**src/rtl/erx_disty.sv**
```systemverilog
`default_nettype none
// erx_disty: routes head-of-FIFO RX packets to the write or read-request FIFO, keeping FIFO order.
// Rev 1.0. Optional dstaddr remap is built when ERX_DISTY_REMAP_EN is defined.
module erx_disty #(
  parameter int CW = 16
) (
  input  logic          m_axi_aclk,
  input  logic          m_axi_aresetn,
  input  logic          rx_access,
  input  logic          rx_write,
  input  logic [1:0]    rx_datamode,
  input  logic [3:0]    rx_ctrlmode,
  input  logic [31:0]   rx_dstaddr,
  input  logic [31:0]   rx_data,
  input  logic [31:0]   rx_srcaddr,
  output logic          rx_rd_en,
`ifdef ERX_DISTY_REMAP_EN
  input  logic [11:0]   cfg_remap,
`endif
  output logic          emwr_access,
  output logic          emwr_write,
  output logic [1:0]    emwr_datamode,
  output logic [3:0]    emwr_ctrlmode,
  output logic [31:0]   emwr_dstaddr,
  output logic [31:0]   emwr_data,
  output logic [31:0]   emwr_srcaddr,
  output logic          emrq_access,
  output logic          emrq_write,
  output logic [1:0]    emrq_datamode,
  output logic [3:0]    emrq_ctrlmode,
  output logic [31:0]   emrq_dstaddr,
  output logic [31:0]   emrq_data,
  output logic [31:0]   emrq_srcaddr,
  input  logic          emwr_progfull,
  input  logic          emrq_progfull,
  output logic [CW-1:0] wr_count,
  output logic [CW-1:0] rq_count
);

  typedef enum logic [0:0] {RUN = 1'b0, HOLD = 1'b1} state_t;

  localparam logic [CW-1:0] CNT_MAX = '1;

  state_t      state, state_nxt;
  logic        blocked;
  logic        pop_wr, pop_rq;
  logic [31:0] dst_fwd;

  assign blocked = rx_write ? emwr_progfull : emrq_progfull;

`ifdef ERX_DISTY_REMAP_EN
  assign dst_fwd = (rx_dstaddr[31:20] == 12'h808) ? {cfg_remap, rx_dstaddr[19:0]} : rx_dstaddr;
`else
  assign dst_fwd = rx_dstaddr;
`endif

  // Pop is purely combinational so HOLD->RUN pops in the same cycle progfull drops.
  always_comb begin
    rx_rd_en  = 1'b0;
    state_nxt = state;
    if (m_axi_aresetn) begin
      rx_rd_en = rx_access & ~blocked;
      case (state)
        RUN:     if (rx_access & blocked) state_nxt = HOLD;
        HOLD:    if (~rx_access | ~blocked) state_nxt = RUN;
        default: state_nxt = RUN;
      endcase
    end
  end

  assign pop_wr = rx_rd_en & rx_write;
  assign pop_rq = rx_rd_en & ~rx_write;

  always_ff @(posedge m_axi_aclk) begin
    if (!m_axi_aresetn) begin
      state <= RUN;
    end else begin
      state <= state_nxt;
    end
  end

  always_ff @(posedge m_axi_aclk) begin
    if (!m_axi_aresetn) begin
      emwr_access   <= 1'b0;
      emwr_write    <= 1'b1;
      emwr_datamode <= '0;
      emwr_ctrlmode <= '0;
      emwr_dstaddr  <= '0;
      emwr_data     <= '0;
      emwr_srcaddr  <= '0;
      emrq_access   <= 1'b0;
      emrq_write    <= 1'b0;
      emrq_datamode <= '0;
      emrq_ctrlmode <= '0;
      emrq_dstaddr  <= '0;
      emrq_data     <= '0;
      emrq_srcaddr  <= '0;
      wr_count      <= '0;
      rq_count      <= '0;
    end else begin
      emwr_access <= pop_wr;
      emrq_access <= pop_rq;
      emwr_write  <= 1'b1;
      emrq_write  <= 1'b0;
      if (pop_wr) begin
        emwr_datamode <= rx_datamode;
        emwr_ctrlmode <= rx_ctrlmode;
        emwr_dstaddr  <= dst_fwd;
        emwr_data     <= rx_data;
        emwr_srcaddr  <= rx_srcaddr;
        if (wr_count != CNT_MAX) wr_count <= wr_count + 1'b1;
      end
      if (pop_rq) begin
        emrq_datamode <= rx_datamode;
        emrq_ctrlmode <= rx_ctrlmode;
        emrq_dstaddr  <= dst_fwd;
        emrq_data     <= rx_data;
        emrq_srcaddr  <= rx_srcaddr;
        if (rq_count != CNT_MAX) rq_count <= rq_count + 1'b1;
      end
    end
  end

endmodule
`default_nettype wire

```
**config.mk**
```make
export PLATFORM = sky130hd
export DESIGN_NAME = erx_disty
export DESIGN_NICKNAME = d
export VERILOG_FILES = /design/src/rtl/erx_disty.sv
export SDC_FILE = /design/constraint.sdc
export NUM_CORES = 1
export LEC_CHECK = 0
export CAP_MARGIN = 15
export CORE_AREA = 3 3 136 138
export CTS_CLUSTER_SIZE = 10
export DETAILED_ROUTE_END_ITERATION = 12
export DIE_AREA = 0 0 139 141
export DONT_BUFFER_PORTS = 1
export GPL_ROUTABILITY_DRIVEN = 0
export PLACE_DENSITY_LB_ADDON = 0.1
export SLEW_MARGIN = 20
export SYNTH_ARGS = -nofsm -noshare
export SYNTH_HDL_FRONTEND = slang
export SYNTH_SLANG_ARGS = --single-unit
```
**constraint.sdc**
```tcl
create_clock -name m_axi_aclk -period 2.3 [get_ports m_axi_aclk]
set_input_delay 0.345 -clock m_axi_aclk [delete_from_list [all_inputs] [get_ports m_axi_aclk]]
set_output_delay 0.345 -clock m_axi_aclk [all_outputs]
set_load 0.02 [all_outputs]
```
Yosys cells after proc, flatten, opt, wreduce, memory -nomap -nowiden:

Cells that the tools add are included.

* bitwise gates (word level): 5
* reduce and logical (&&, ||, !) cells: 2
* mux-type cells: 2
* $add $sub $neg: 2
* equality and inequality tests: 2

Operators with widths (number)
* $add A16 B1 Y16 const B: 2
* $ne A16 B16 Y1 const B: 2
* $reduce_and A2 Y1: 2
* $and A1 B1 Y1: 3
* $mux W1: 2
* $not A1 Y1: 2

* logic and storage cells: 27
* flip-flop bits (word level): 238
* input bits: 108
* output and inout bits: 241

Longest topological paths before layout:

Gate-level depths: netlist (run 1).

* word-level depth: 6
* mapped depth: 8
* gate-level depth less buffers: 5

Worst setup path before layout (run 1):

No wires, ideal clock.

* path type: register to register
* start: register rq_count[2]
* end: register rq_count[13]
* stages on the path, launching flop included: 5
* slack: 334 ps
* data required time: 2230 ps
* arrival: 1895 ps
* setup time: 70 ps
* path buffers: 0
* period minus slack after synthesis: 1966 ps
* cell sequence: dfxtp_1 -> nand4_4 -> or4_4 -> or4_1 -> a21oi_1

* word-level cells in the longest chain between the ends: 2
* elaborated cells on any way between the ends: 3
* those cells by class: 1 x add/sub; 1 x eq/ne; 1 x reduce/logical

RTL lines
* start: declaration: RTL line 37 `output logic [CW-1:0] rq_count`
* start signal: assignment: RTL line 119 `if (rq_count != CNT_MAX) rq_count <= rq_count + 1'b1;`
* branches (longest 2 deep; another with $add A16 B1 Y16)

Several ways; the timed one is not identified.
A chain may end at the register's enable or synchronous reset.

Worst setup path in the final report (run 1):

* start: register rq_count[5]
* end: register rq_count[13]

The elaborated chain is that of the path after synthesis.

==> reports/results.ini, run 1 <==
[global_routing]
grt_pass1_wl_mm = 40.7
antenna_found_initial = 0
grt_use_total = 0.249
grt_pass1_vias = 7535
grt_remaining_overflow = 0
grt_max_degree = 105

[sta]
finalSetupViolations = 0
setup_slack_ns = 0.282
rsz0062_at_grt = false
tightest_slew_ns = 0.806
tns_ns = 0
finalHoldViolations = 0
whs_ns = 0.0408
skew_ns = 0.0134
drv_slew = 0
period_share = 0.877
period_minus_slack_ns = 2.02
fmax_mhz = 496
slew_headroom = 0.461

[power]
leakage_nw = 3.68
total_power_mw = 8.38
power.density_nw_per_um2 = 780
vdd_drop_max_mv = 0.593

[setup_path]
max_stage_delay_ns = 0.57
cp_num_buf_inv = 0
cp.required_ns = 2.74
cp_max_fo = 7
crit_chain = nand4_4 -> or4_4 -> or4_1 -> a21oi_1
critPathKind = flip-flop to flip-flop
cp_num_cells = 4
crit_family = simple AND/OR/NAND/NOR gates
cp-start-kind = flip-flop
r2r_cells = 4
end_kind = flip-flop
slowest_stage = or4_4
crit_arrival_ns = 2.45

[drt]
vias = 7835
wl_per_cell_um = 18.3
route.detailed.vias_per_inst = 5.55
firstDrtPassIters = 5
ant_nets = 0
first_iter_violations = 485
wl_mm = 25.9
drc_errors = 0

[cts]
clk_latency_ns = 0.52
cts_tree = done
htree_levels = 1
cts_resized = 0
clock_path_buffers = 3
cts_inserted_buffers = 27
cts_setup_buffers = 0
clk_pin_slew_worst_paths_ns = 0.05
root_buffer = clkbuf_16
cts_sinks = 238
cts_hold_buf = 103

[layout]
utilization = 0.622
drive_above_1_share = 0.0649
finalInstanceArea_um2 = 10800
nets = 1296
antennaDiodeCount = 0
syn_to_final_growth_pct = 24.0
fillCellCount = 1516
stdcell_count = 1412

[die]
io_pins = 349
die_w_um = 139
dieArea_um2 = 19600
core_area_um2 = 17300
die_h_um = 141
row_count = 48
start_util = 0.501

[yosys]
ys_types = 45
synth_area_leaders = dfxtp_1, nand2_1, a21oi_1
synth_top_cells_by_count = nand2_1, dfxtp_1, a21oi_1
synth_top_area_share = 0.549
synth_area_per_cell_um2 = 7.95
yosysMostFrequentCell = nand2_1
ys_seq_elements = 238
synth-edff-count = 0
syn_area_um2 = 8670
ys_seq_area_frac = 0.549
synth_ff_type = dfxtp_1
synth_warnings = 0
netlist.top_cell.by_area = dfxtp_1
synth-async-reset-ratio = 0
syn-num-nets = 1200
synth_cells = 1090

[place]
hpwl_mm = 16.9
dpl_cell_area_um2 = 9030
place_ws_ns = 0.300
dp_cells = 1279
io_buffer_count = 0

[job]
cap_violations = 0

[hold_path]
holdPathStages = 2
worstHoldPathType = input port to flip-flop

[outcome]
status = completed

-- layout make-up --
cell class	instances	area (um2)	share of cell area
Timing Repair Buffer	143	1380	0.128
Tap cell	225	282	0.0262
Clock inverter	1	8.76	0.000814
Clock buffer	29	683	0.0635
Inverter	8	37.5	0.00349
Multi-Input combinational cell	768	3600	0.334
Sequential cell	238	4760	0.443
-- power breakdown --
part	total, mW	switching, mW	internal, mW
Combinational	0.450	0.252	0.198
Sequential	4.36	0.154	4.20
Clock	3.57	1.51	2.07
-- path summary, 6_finish.rpt --
path                               startpoint           end  slack (ns)
worst max-delay path              rq_count[5]  rq_count[13]        0.28
worst min-delay path            m_axi_aresetn   wr_count[5]        0.04
worst max register to register    rq_count[5]  rq_count[13]        0.28
worst min register to register    rq_count[8]   rq_count[8]        0.50
-- routing by layer --
metal  share of wire  track usage  wire length [um]
met1            0.38        0.294              9760
met2            0.48        0.418             12500
met3            0.10       0.0953              2700
met4           0.036       0.0865               940
met5               0            0                 0
-- cells by family after synthesis --
kind of cell / after synthesis / synth area share
simple gates: 504 / 0.243
flops: 238 / 0.549
fa+ha+maj: 2 / 0.00289
other cells: 2 / 0.000866
mux: 11 / 0.0127
buf+inv: 84 / 0.0375
compound gates: 249 / 0.154
-- registers in the layout, summed over array words and instances (netlist names) --
signal	cells
emwr_data	32
emwr_ctrlmode	4
emrq_access	1
emrq_dstaddr	32
emwr_srcaddr	32
emrq_ctrlmode	4
emwr_dstaddr	32
emrq_srcaddr	32
wr_count	16
emrq_data	32
emwr_access	1
rq_count	16
emwr_datamode	2
emrq_datamode	2
-- cells in the final DEF (no fill, tap or decap), types with 3 or more instances in the layout --
master,synthesis,routed
or4_1,5,5
nand3_1,14,14
o41ai_1,4,4
o21ai_0,10,10
dfxtp_1,238,238
and3_1,4,4
o31ai_1,4,4
buf_4,2,36
dlygate4sd3_1,0,103
inv_1,7,5
and4_1,5,5
nand2b_1,5,5
nand2_1,425,425
nor2_1,6,6
a21oi_1,213,213
nor3_1,6,6
a31oi_1,3,3
nand4_1,11,11
clkbuf_16,0,27
nor4_1,11,11
buf_12,0,4
or3_1,4,4
o311ai_0,3,3
mux2i_1,11,11
No activity file was read; power rests on OpenSTA's default activity.
==> run 2, diff against run 1 <==
--- a/config.mk
+++ b/config.mk
@@ -12,6 +12,7 @@
 export DIE_AREA = 0 0 139 141
 export DONT_BUFFER_PORTS = 1
 export GPL_ROUTABILITY_DRIVEN = 0
+export HOLD_SLACK_MARGIN = 0.15
 export PLACE_DENSITY_LB_ADDON = 0.1
 export SLEW_MARGIN = 20
 export SYNTH_ARGS = -nofsm -noshare
==> run 2 against run 1 <==
Effect of this change: flip-flop and latch count unchanged; hold slack gained 0.18 ns; critical path depth is the same; total power about the same; clock skew is 0.00092 ns higher; die area did not move; cell area did not move; combinational power hardly changed; via count about the same; largest power group unchanged; highest routed layer unchanged.
==> reports/results.ini, run 2 (synthesis gave the netlist of run 1 again) <==
[setup_path]
cp_max_fo = 7  ; unchanged
cp.required_ns = 2.74  ; about the same
cp-start-kind = flip-flop
cp_num_buf_inv = 0  ; unchanged
crit_chain = nand4_4 -> or4_4 -> or4_1 -> a21oi_1
crit_arrival_ns = 2.45  ; about the same
cp_num_cells = 4  ; unchanged
critPathKind = flip-flop to flip-flop
rr_startpoint = rq_count[5]
end_kind = flip-flop
r2r_cells = 4  ; unchanged
slowest_stage = or4_4
max_stage_delay_ns = 0.57  ; about the same
crit_family = simple AND/OR/NAND/NOR gates
startpoint = rq_count[5]

[global_routing]
grt_use_total = 0.249  ; about the same
grt_max_degree = 105  ; unchanged
antenna_found_initial = 0  ; unchanged
grt_pass1_wl_mm = 40.7  ; about the same
grt_pass1_vias = 7528  ; -0.093%
grt_remaining_overflow = 0  ; unchanged

[die]
row_count = 48  ; unchanged
die_w_um = 139  ; unchanged
dieArea_um2 = 19600  ; unchanged
start_util = 0.501  ; unchanged
core_area_um2 = 17300  ; unchanged
die_h_um = 141  ; unchanged
io_pins = 349  ; unchanged

[drt]
wl_mm = 25.9  ; +0.17%
drc_errors = 0  ; unchanged
ant_nets = 0  ; unchanged
firstDrtPassIters = 5  ; unchanged
route.detailed.vias_per_inst = 5.55  ; about the same
vias = 7838  ; +0.038%
first_iter_violations = 431  ; -11%
wl_per_cell_um = 18.3  ; +0.17%

[job]
cap_violations = 0  ; unchanged

[sta]
fmax_mhz = 496  ; about the same
whs_ns = 0.219  ; +0.178 ns
finalHoldViolations = 0  ; unchanged
period_share = 0.877  ; about the same
finalSetupViolations = 0  ; unchanged
drv_slew = 0  ; unchanged
tightest_slew_ns = 0.904  ; +0.0977 ns
slew_headroom = 0.395  ; -0.0653
period_minus_slack_ns = 2.02  ; -0.000739 ns
skew_ns = 0.0143  ; +0.000918 ns
rsz0062_at_grt = false
tns_ns = 0  ; unchanged

[layout]
drive_above_1_share = 0.0649  ; unchanged
antennaDiodeCount = 0  ; unchanged
syn_to_final_growth_pct = 24.0  ; unchanged
utilization = 0.622  ; unchanged
final_cell_mix = nand2_1, dfxtp_1, a21oi_1
nets = 1296  ; unchanged
fillCellCount = 1516  ; unchanged
stdcell_count = 1412  ; unchanged
mostFrequentLayoutCell = nand2_1

[place]
hpwl_mm = 16.9  ; unchanged
dp_cells = 1279  ; unchanged
io_buffer_count = 0  ; unchanged

[cts]
htree_levels = 1  ; unchanged
clock_path_buffers = 3  ; unchanged
cts_inserted_buffers = 27  ; unchanged
cts_setup_buffers = 0  ; unchanged
clk_latency_ns = 0.52  ; about the same
cts_hold_buf = 103  ; unchanged
cts_tree = done
cts_resized = 0  ; unchanged
clk_pin_slew_worst_paths_ns = 0.05  ; about the same
cts_sinks = 238  ; unchanged
root_buffer = clkbuf_16

[power]
power.density_nw_per_um2 = 780  ; about the same
total_power_mw = 8.39  ; about the same
leakage_nw = 3.68  ; unchanged
vdd_drop_max_mv = 0.592  ; about the same

[hold_path]
worstHoldPathType = input port to flip-flop
hold_path_startpoint = rx_access
holdPathStages = 4  ; +2

[outcome]
status = completed

-- run 2: cell counts in the layout (fill, tap and decap cells not counted) --
No cell type changed its count.
-- run 2: report_power, final --
part           switching, mW  internal, mW  total (mW)
Combinational          0.253         0.198       0.452
Sequential             0.154          4.20        4.36
Clock                   1.51          2.07        3.58
Total                   1.92          6.47        8.39
-- run 2: cell type report --
type	count	area, um2	area share
well taps	225	282	0.0262
clock inverters	1	8.76	0.000814
inverters	8	37.5	0.00349
repair buffers	143	1380	0.128
flip-flops and latches	238	4760	0.443
clock buffers	29	683	0.0635
multi-input cells	768	3600	0.334
-- run 2: worst paths after layout --
check                      end  slack (ns)
setup / recovery  rq_count[13]        0.28
hold / removal    rq_count[12]        0.22
setup reg to reg  rq_count[13]        0.28
hold reg to reg    rq_count[8]        0.51
-- run 2: worst reg2reg max path, cell delays in order (launching register included) --
cell     delay (ns)
dfxtp_1        0.54
nand4_4        0.19
or4_4          0.57
or4_1          0.51
a21oi_1        0.14
-- run 2: per-layer routing --
layer / track usage / part of all wire
met2: 0.417 / 0.48
met4: 0.0865 / 0.036
met1: 0.294 / 0.37
met3: 0.0950 / 0.11
met5: 0 / 0
-- run 2: through the flow --
stage	cell area (um2)	setup slack (ns)
floorplan	8670	0.334
global placement	9030	0.302
detailed placement	9030	0.300
CTS	10800	0.289
global route	10800	0.162
finish	10800	0.283
==> run 3, diff against run 2 <==
--- a/config.mk
+++ b/config.mk
@@ -5,6 +5,7 @@
 export SDC_FILE = /design/constraint.sdc
 export NUM_CORES = 1
 export LEC_CHECK = 0
+export ABC_AREA = 1
 export CAP_MARGIN = 15
 export CORE_AREA = 3 3 136 138
 export CTS_CLUSTER_SIZE = 10
==> run 3 against run 2 <==
Effect of this change: maximum frequency about the same; flip-flop and latch count unchanged; utilization grew 7.3 points; sequential power rose by 5.3%; highest routed layer unchanged.
==> reports/results.ini, run 3 <==
[cts]
cts_tree = done
cts_resized = 0  ; unchanged
htree_levels = 1  ; unchanged
clk_latency_ns = 0.52  ; about the same
cts_inserted_buffers = 28  ; +3.7%
clk_pin_slew_worst_paths_ns = 0.05  ; about the same
clock_path_buffers = 3  ; unchanged
root_buffer = clkbuf_16
cts_sinks = 238  ; unchanged

[drt]
ant_nets = 0  ; unchanged
firstDrtPassIters = 5  ; unchanged
wl_per_cell_um = 17.5  ; -4.3%
wl_mm = 29.0  ; +12%
vias = 8786  ; +12%
route.detailed.vias_per_inst = 5.31  ; -4.4%
first_iter_violations = 543  ; +26%
drc_errors = 0  ; unchanged

[layout]
final_cell_mix = nor2_1, dfxtp_1, o21ai_0
nets = 1538  ; +19%
antennaDiodeCount = 0  ; unchanged
fillCellCount = 1352  ; -11%
mostFrequentLayoutCell = nor2_1
drive_above_1_share = 0.0538  ; -0.0110
utilization = 0.695  ; +0.0728
syn_to_final_growth_pct = 31.1

[die]
die_w_um = 139  ; unchanged
dieArea_um2 = 19600  ; unchanged
start_util = 0.530  ; +0.0285
row_count = 48  ; unchanged
die_h_um = 141  ; unchanged
io_pins = 349  ; unchanged
core_area_um2 = 17300  ; unchanged

[power]
p_sw_mw = 2.22  ; +16%
p_int_mw = 6.82  ; +5.4%
vdd_drop_max_mv = 0.667  ; +13%
power_frac_comb = 0.075  ; +0.021
clkPwrFrac = 0.418  ; -0.008
swShare = 0.246  ; +0.0170
pwr-share-seq = 0.508  ; -0.012
leakage_nw = 5.55  ; +51%
power.density_nw_per_um2 = 752  ; -3.6%

[yosys]
synth_warnings = 0  ; unchanged
ys_seq_elements = 238  ; unchanged
synth_cells = 1246  ; +14%
ys_types = 25  ; -44%
synth_area_leaders = dfxtp_1, nor2_1, o21ai_0
syn_area_um2 = 9160  ; +5.7%
syn-num-nets = 1356  ; +13%
synth_area_per_cell_um2 = 7.35  ; -7.5%
yosysMostFrequentCell = nor2_1
netlist.top_cell.by_area = dfxtp_1
synth-async-reset-ratio = 0  ; unchanged
synth_top_cells_by_count = nor2_1, dfxtp_1, o21ai_0
synth-edff-count = 0  ; unchanged
synth_top_area_share = 0.520  ; -0.0296
ys_seq_area_frac = 0.520  ; -0.0296
synth_ff_type = dfxtp_1

[job]
cap_violations = 0  ; unchanged

[place]
io_buffer_count = 0  ; unchanged
hpwl_mm = 16.8  ; -0.53%

[global_routing]
met1_usage = 0.341  ; +0.0469
grt_pass1_vias = 8687  ; +15%
antenna_found_initial = 0  ; unchanged
grt_remaining_overflow = 0  ; unchanged
gr-max-usage-layer = met2
grt_use_total = 0.282  ; +0.0334
met3_usage = 0.0885  ; -0.00645
grt_use_met2 = 0.468  ; +0.0509
grt_max_degree = 142  ; +35%
grt_pass1_wl_mm = 46.3  ; +14%

[setup_path]
r2r_cells = 7  ; +3
cp.required_ns = 2.75  ; about the same
r2r_slack_ns = 0.53  ; +0.25 ns
startpoint = rx_write
cp_max_fo = 48  ; +41
end_kind = flip-flop
worstSetupEndpoint = emrq_data[5]
critPathKind = input port to flip-flop
cp-start-kind = input port
r2r_end = wr_count[5]
crit_arrival_ns = 2.47  ; +0.02 ns
rr_startpoint = wr_count[4]

[outcome]
status = completed

[sta]
rsz0062_at_grt = false
period_minus_slack_ns = 2.02  ; +0.00187 ns
finalSetupViolations = 0  ; unchanged
finalHoldViolations = 0  ; unchanged
tightest_slew_ns = 0.573  ; -0.331 ns
slew_headroom = 0.618  ; +0.222
fmax_mhz = 495  ; about the same
drv_slew = 0  ; unchanged
skew_ns = 0.0101  ; -0.00423 ns
tns_ns = 0  ; unchanged
period_share = 0.878  ; about the same

[hold_path]
worstHoldPathType = input port to flip-flop

==> run 3: critical path, cell delays in order <==
cell	delay (ns)
dlygate4sd3_1	0.59
nor2_4	0.21
buf_4	0.45
o21ai_0	0.14
dlygate4sd3_1	0.59
nor2_1	0.10
==> run 3: power by group through the flow <==
stage,logic (mW),registers (mW),clock network [mW]
2_1_floorplan,0.313,4.64,0
3_3_place_gp,0.347,4.67,0
3_5_place_dp,0.359,4.67,0
4_1_cts,0.657,4.58,3.83
5_1_grt,0.749,4.60,4.00
6_report,0.674,4.59,3.77
==> run 3: how the worst min path moves through the flow <==
stage	from	to	slack [ns]	cells after the start
after global placement	rx_srcaddr[18]	emrq_srcaddr[18]	0.48	2
after detailed placement	rx_srcaddr[20]	emrq_srcaddr[20]	0.49	2
final	rx_access	wr_count[8]	0.21	6
after global routing	rx_access	wr_count[8]	0.23	6
after CTS	rx_access	wr_count[8]	0.20	6
after floorplan	rx_data[10]	emwr_data[10]	0.48	2
==> run 3: cell families (layout without fill, tap and decap cells) <==
group	Yosys count	count (layout)	synth area share
AO/OA/AOI/OAI	217	217	0.120
XOR/XNOR	11	11	0.0105
adder cells (fa/ha/maj)	2	2	0.00273
buffers and inverters	120	304	0.0664
flip-flops	238	238	0.520
other	2	2	0.000820
AND/OR/NAND/NOR	656	656	0.279
==> run 3: area by class of cell <==
class	instances	area (um2)	share of cell area
Clock buffer	30	729	0.0607
Timing Repair Buffer	228	2260	0.188
Sequential cell	238	4760	0.397
Clock inverter	2	13.8	0.00115
Multi-Input combinational cell	888	3800	0.316
Tap cell	225	282	0.0234
Inverter	44	166	0.0139
==> run 3: metal layers <==
layer | routed length, um | vias to the layer above
met2 | 13700 | 407
li1 | - | 4271
met3 | 2770 | 92
met1 | 11300 | 4016
met5 | 0 | -
met4 | 1290 | 0
==> run 3: stage by stage <==
stage,std cells,hold slack [ns],setup slack [ns],cell area (um2),power [mW]
floorplan,1246,0.480,0.656,9160,4.95
global placement,1425,0.482,0.569,9270,5.02
detailed placement,1425,0.487,0.529,9270,5.03
CTS,1655,0.198,0.353,12000,9.08
global route,1655,0.232,0.187,12000,9.35
finish,1655,0.212,0.281,12000,9.03
==> run 3: repair_timing <==
| item | in CTS | in global routing |
|---|---|---|
| hold buffers | 198 | 0 |
| endpoints found under the hold margin | 237 | 0 |
| buffers inserted | 0 | 0 |
